**config.mk**
```make
export PLATFORM = sky130hd
export DESIGN_NAME = receiver
export DESIGN_NICKNAME = d
export VERILOG_FILES = /design/src/rtl/uart_pkg.sv /design/src/rtl/sync2.sv /design/src/rtl/receiver.sv
export SDC_FILE = /design/constraint.sdc
export NUM_CORES = 1
export LEC_CHECK = 0
export CELL_PAD_IN_SITES_DETAIL_PLACEMENT = 0
export CELL_PAD_IN_SITES_GLOBAL_PLACEMENT = 2
export CORE_UTILIZATION = 37
export DETAILED_ROUTE_END_ITERATION = 6
export PLACE_DENSITY = 0.83
export SETUP_SLACK_MARGIN = 0.5
export SYNTH_ARGS = -nofsm -noshare
export SYNTH_HDL_FRONTEND = slang
export SYNTH_HIERARCHICAL = 1
export SYNTH_SLANG_ARGS = --single-unit
```
**constraint.sdc**
```tcl
create_clock -name clk -period 2.3 [get_ports clk]
set_clock_uncertainty 0.15 [all_clocks]
set_input_delay 0.23 -clock clk [delete_from_list [all_inputs] [get_ports clk]]
set_output_delay 0.23 -clock clk [all_outputs]
set_load 0.05 [all_outputs]
```
**src/rtl/uart_pkg.sv**
```systemverilog
// Shared UART definitions used by both the receiver and the transmitter.
package uart_pkg;

  typedef enum logic [1:0] {
    IDLE  = 2'd0,
    START = 2'd1,
    DATA  = 2'd2,
    STOP  = 2'd3
  } uart_state_e;

  localparam int   DATA_BITS  = 8;
  localparam logic IDLE_LEVEL = 1'b1;

endpackage

```
**src/rtl/sync2.sv**
```systemverilog
// Two-flop synchronizer for a single asynchronous input bit.
// The reset value should match the idle level of the line being synchronized.
module sync2 #(
  parameter logic RESET_VAL = 1'b1
) (
  input  logic clk,
  input  logic rst_n,
  input  logic d,
  output logic q
);

  logic meta;

  // NOTE: sequential state always uses non-blocking assignments so every flop
  // samples the pre-edge value of its source, whatever the statement order.
  always_ff @(posedge clk or negedge rst_n) begin
    if (!rst_n) begin
      meta <= RESET_VAL;
      q    <= RESET_VAL;
    end else begin
      meta <= d;
      q    <= meta;
    end
  end

endmodule

```
**src/rtl/receiver.sv**
```systemverilog
// 8N1 UART receiver: mid-bit sampling timed by a per-bit cycle counter,
// one-cycle valid / frame_err strobes, data held until the next good frame.
module receiver
  import uart_pkg::*;
#(
  parameter int CLKS_PER_BIT = 16
) (
  input  logic       clk,
  input  logic       rst_n,
  input  logic       rx,
  output logic [7:0] data,
  output logic       valid,
  output logic       frame_err,
  output logic       busy
);

  localparam int CW = $clog2(CLKS_PER_BIT);
  localparam logic [CW-1:0] HALF_LAST = CW'(CLKS_PER_BIT / 2 - 1);
  localparam logic [CW-1:0] FULL_LAST = CW'(CLKS_PER_BIT - 1);
  localparam logic [2:0]    LAST_BIT  = 3'(DATA_BITS - 1);

  logic rx_s;

  sync2 #(.RESET_VAL(IDLE_LEVEL)) u_sync (
    .clk   (clk),
    .rst_n (rst_n),
    .d     (rx),
    .q     (rx_s)
  );

  uart_state_e          state, state_d;
  logic [CW-1:0]        cnt, cnt_d;
  logic [2:0]           bit_idx, bit_idx_d;
  logic [DATA_BITS-1:0] shift, shift_d;
  logic [7:0]           data_d;
  logic                 armed, armed_d;
  logic                 valid_d, frame_err_d;

  always_ff @(posedge clk or negedge rst_n) begin
    if (!rst_n) begin
      state     <= IDLE;
      cnt       <= '0;
      bit_idx   <= '0;
      shift     <= '0;
      armed     <= 1'b0;
      data      <= '0;
      valid     <= 1'b0;
      frame_err <= 1'b0;
    end else begin
      state     <= state_d;
      cnt       <= cnt_d;
      bit_idx   <= bit_idx_d;
      shift     <= shift_d;
      armed     <= armed_d;
      data      <= data_d;
      valid     <= valid_d;
      frame_err <= frame_err_d;
    end
  end

  always_comb begin
    // NOTE: every output of this block gets a default first, so no path
    // through the case statement can leave a signal unassigned (no latches).
    state_d     = state;
    cnt_d       = cnt;
    bit_idx_d   = bit_idx;
    shift_d     = shift;
    armed_d     = armed;
    data_d      = data;
    valid_d     = 1'b0;
    frame_err_d = 1'b0;

    unique case (state)
      IDLE: begin
        // A line still low after a frame (break) must go high before it can
        // start another frame; armed records that it has.
        if (rx_s == IDLE_LEVEL) begin
          armed_d = 1'b1;
        end else if (armed) begin
          state_d = START;
          cnt_d   = '0;
          armed_d = 1'b0;
        end
      end

      START: begin
        if (cnt == HALF_LAST) begin
          if (rx_s == 1'b0) begin
            state_d   = DATA;
            cnt_d     = '0;
            bit_idx_d = '0;
          end else begin
            state_d = IDLE;
          end
        end else begin
          cnt_d = cnt + 1'b1;
        end
      end

      DATA: begin
        if (cnt == FULL_LAST) begin
          cnt_d            = '0;
          shift_d[bit_idx] = rx_s;
          if (bit_idx == LAST_BIT) state_d = STOP;
          else bit_idx_d = bit_idx + 1'b1;
        end else begin
          cnt_d = cnt + 1'b1;
        end
      end

      STOP: begin
        if (cnt == FULL_LAST) begin
          cnt_d   = '0;
          state_d = IDLE;
          if (rx_s == IDLE_LEVEL) begin
            data_d  = shift;
            valid_d = 1'b1;
          end else begin
            frame_err_d = 1'b1;
          end
        end else begin
          cnt_d = cnt + 1'b1;
        end
      end

      default: state_d = IDLE;
    endcase
  end

  assign busy = (state != IDLE);

endmodule

```
== After elaboration in Yosys (flattened, before gate mapping) ==
Cells that the tools add are included.
Operators by class
  muxes and demuxes: 28
  add/sub/neg operators: 2
  reductions and logical operators: 10
  equality and inequality tests: 15
  magnitude comparators: 2
Operator list (count)
  2-to-1 mux 4 bit: 5
  inequality test 2 bit (second input constant): 8
  2-to-1 mux 2 bit: 7
  2-to-1 mux 3 bit: 4
  one-hot mux 4 bit (3 select lines): 1
  bitwise mux 8 bit: 1
  one-hot mux 2 bit (4 select lines): 1
  2-to-1 mux 1 bit: 7
  one-hot mux 3 bit (2 select lines): 1
  AND reduction 3 bit: 2
  AND reduction 6 bit: 1
  AND reduction 5 bit: 1
  adder 4 x 1 -> 4 bit (second input constant): 1
  == test 2 bit (second input constant): 2
  == test 4 x 3 -> 1 bit (second input constant): 1
  == test 4 bit (second input constant): 1
  less-than comparator 3 x 4 -> 1 bit (second input constant): 1
  nonzero test 2 bit: 2
  adder 3 x 1 -> 3 bit (second input constant): 1
  demux 1 bit (select 3 bit): 1
  == test 3 bit (second input constant): 1
  greater-or-equal comparator 3 x 1 -> 1 bit (second input constant): 1
  inequality test 3 bit (second input constant): 1
  == test 2 x 1 -> 1 bit (second input constant): 1
  4 further kinds: 4
Word-level totals
  register bits: 30
  bits of input ports: 3
  output and inout port bits: 11

== Depth between registers and ports, before layout ==
  depth after elaboration: 5
  gate-level depth with buffers: 6
  gate-level depth less buffers: 5

== Modules after synthesis ==
The synthesis kept the hierarchy.
By module, submodules not included
  receiver: cells an instance 115, seq. area each 700.7 um^2, times used 1, area each 1326.3 um^2
  sync2: cells an instance 2, seq. area each 52.6 um^2, times used 1, area each 52.6 um^2

== Worst setup path before layout ==
No wires, ideal clock.
  path kind: register to register
  from: register state[0]
  to: register armed
  slack: 0.555 ns
  arrival time: 1.471 ns
  setup time: 0.125 ns
  cell stages (with the launch flop): 5
  clock period less this slack: 1.745 ns
  path buffers: 2
  cell sequence: dfrtp_1 > buf_2 > or2_2 > clkbuf_1 > mux2_2
Between the ends
  word-level cells in the longest chain between the ends: 1
RTL lines
  start: declaration: RTL line receiver.sv:31  | uart_state_e state, state_d;
  start signal: assignment: RTL line receiver.sv:50  | state <= state_d;
  logical NOT 2 bit: RTL line receiver.sv:73  | unique case (state)
  end signal: assignment: RTL line receiver.sv:54  | armed <= armed_d;
  end: declaration: RTL line receiver.sv:36  | logic armed, armed_d;
Every way passes these cells.
A chain may end at the register's enable or synchronous reset.

== Worst setup path after layout ==
  from: register cnt[1]
  to: register data[5]
Between the ends
  word-level cells in the longest chain between the ends: 2
RTL lines
  start: declaration: RTL line receiver.sv:32  | logic [CW-1:0] cnt, cnt_d;
  start signal: assignment: RTL line receiver.sv:51  | cnt <= cnt_d;
  == test 4 bit: RTL line receiver.sv:112  | if (cnt == FULL_LAST) begin
  AND reduction 3 bit (no source line)
  end signal: assignment: RTL line receiver.sv:55  | data <= data_d;
  end: declaration: RTL line receiver.sv:11  | output logic [7:0] data,
Every way passes these cells.

==> metrics.txt <==
sequential cell area between 700 and 800 um2; final worst setup slack 572 ps; final period utilization between 70% and 80%; final setup violation count 0; average wire per standard cell 14.0 um; WL met2 ~1200 um; Syn-to-layout area delta 24.8%; Final Hold Fails 0; Pleak about 0.00086 uW; fin. max-slew vios 0; VDD IR max 0.425 mV; Pre-antenna DRT Iters 2; DRT met1 WL approximately 1300 um; die area between 0.003 and 0.004 mm2; RSZ-0062 raised after global routing no; DR iter-0 viols 31; count leader, synth dfrtp_1; fraction of layout cells with a size suffix above 1 29.4%; vias approximately 900; grt ovf 0; Cells after Synth between 100 and 150; Post-synth EDFFs 0; Util after Layout between 40% and 50%; antenna viol nets, final 0; CP Class reg -> reg; top post-synthesis cells by count dfrtp_1, nand2_1, mux2_2; DRC Markers 0; final wirelength around 2500 um; # diodes 0; Setup TNS 0 ps; Syn Nets about 120; minimum clock period ~1700 ps; share of the synthesized area in the top cell type around half; TritonCTS clock tree done; core box area about 0.0034 mm2; Main synth FF type dfrtp_1; GRT Total Usage 15.9%; Rel. slew slack between 60% and 70%; count of unique library cells instantiated by Yosys 36; Ys Warns 6; Starting Density about two fifths; Critical Path RT roughly 2300 ps; asr flop ratio synth between 90% and 100%; worst slew pin tran approximately 500 ps; HPWL after DPL 1570 um; status completed; gp weighted congestion 0.801; Reg clk slew, reported paths roughly 60 ps; Synth area leader dfrtp_1; Crit. End Element flip-flop; Top Layer Used met4; Ports 14; top cells by area, synth dfrtp_1, mux2_2, mux2_1, dfstp_2, ha_1; Fill cells 329; Arrival @ worst endpoint 1740 ps; initial antenna violation count 0; DR vias/cell between 4 and 5; Mapped Avg Cell Area 11.8 um2; area of the multi-input gates 642 um2; Power Density slightly above 900 mW/mm2; post-synthesis sequential area ratio 54.6%; maximum clock path buffer count 2; Crit Path Max Fanout 6; first-pass GRT wire length 4640 um; Die Wd 63.0 um; largest net degree at the start of global routing 31; row count 21; port bufs 13; f_max 579 MHz; Total Nets Final 141; CTS Buf Count 5; routed wl met3 99 um; Clock Sinks 30; dpl cell area roughly 0.0015 mm2; vias in the first global route roughly 950; H-tree Lvls 2; min-delay worst type in -> async; Tot Pwr between 1500 and 2000 uW; #FFs+latches synth 30; Synth Cell Area between 0.001 and 0.0015 mm2; Clock Root Buffer clkbuf_8; clock latency on the worst-skew pair 280 ps; Worst setup SP type flip-flop; fin area roughly 0.0017 mm2; die height roughly 63 um; Max Cap Viol 0; DP Worst Slack 367 ps
## repair_timing
item,in CTS,in global routing
hold buffers,0,0
setup buffers,0,2
gates resized for setup,18,12
setup endpoints to repair,26,21
pin swaps,1,1
gates cloned,1,0
## registers in the layout, indices dropped and copies added (netlist names), named ones only
signal and flops:
cnt 4, valid 1, data 8, bit_idx 3
frame_err 1, u_sync/meta 1, state 1, armed 1
u_sync/q 1, shift 8
## stage by stage
step	cells	hold slack, ps
2_1_floorplan	117	-216
3_3_place_gp	171	197
3_5_place_dp	171	198
4_1_cts	180	198
5_1_grt	182	207
6_report	182	182
## routing by layer
layer	global-route usage, %	vias up
met5	0	-
met4	6.98	0
met3	6.20	5
met2	23.4	15
met1	20.6	440
li1	-	443
## power breakdown
group	internal (uW)	switching, uW
registers	608	124
clock network	302	195
logic	182	197
## cell type report
type                            count  area share, %
Tap cell                           46           3.35
Multi-Input combinational cell     78           37.3
Sequential cell                    30           44.0
Inverter                            4          0.873
Timing Repair Buffer               16           8.07
Clock buffer                        8           6.40
## cell usage in the layout (no fill, tap or decap), types with 4 or more instances in the layout
cell	n
clkbuf_8	8
dfrtp_1	25
nand2_1	9
nor2_1	5
o21ai_0	4
dlygate4sd2_1	9
mux2_2	9
inv_1	4
nand3_1	4
mux2_1	8
## critical path: stages (launching register included)
cell	delay, ps
dfrtp_1	410
ha_4	160
and3_4	240
nand2_4	110
nor2_4	190
mux2_2	350
## final timing paths
kind                             start     endpoint  slack, ps  cells after the start
max in group asynchronous        rst_n  u_sync/meta       1490                      2
min                              rst_n       cnt[2]        180                      2
min reg2reg                u_sync/meta     u_sync/q        210                      0
max reg2reg                     cnt[1]      data[5]        570                      5
max                             cnt[1]      data[5]        570                      5
min in group clk                    rx  u_sync/meta        200                      1
## logic make-up after synthesis
logic type / after synthesis / share of synthesized area, %
xor gates and xnor gates: 1 / 0.635
muxes: 20 / 16.1
adders and majority gates: 3 / 2.72
AOI/OAI and AO/OA: 12 / 5.63
buffers and inverters: 10 / 3.45
and+or+nand+nor: 41 / 16.9
DFF: 30 / 54.6
Power figures use the tool's default switching activity.
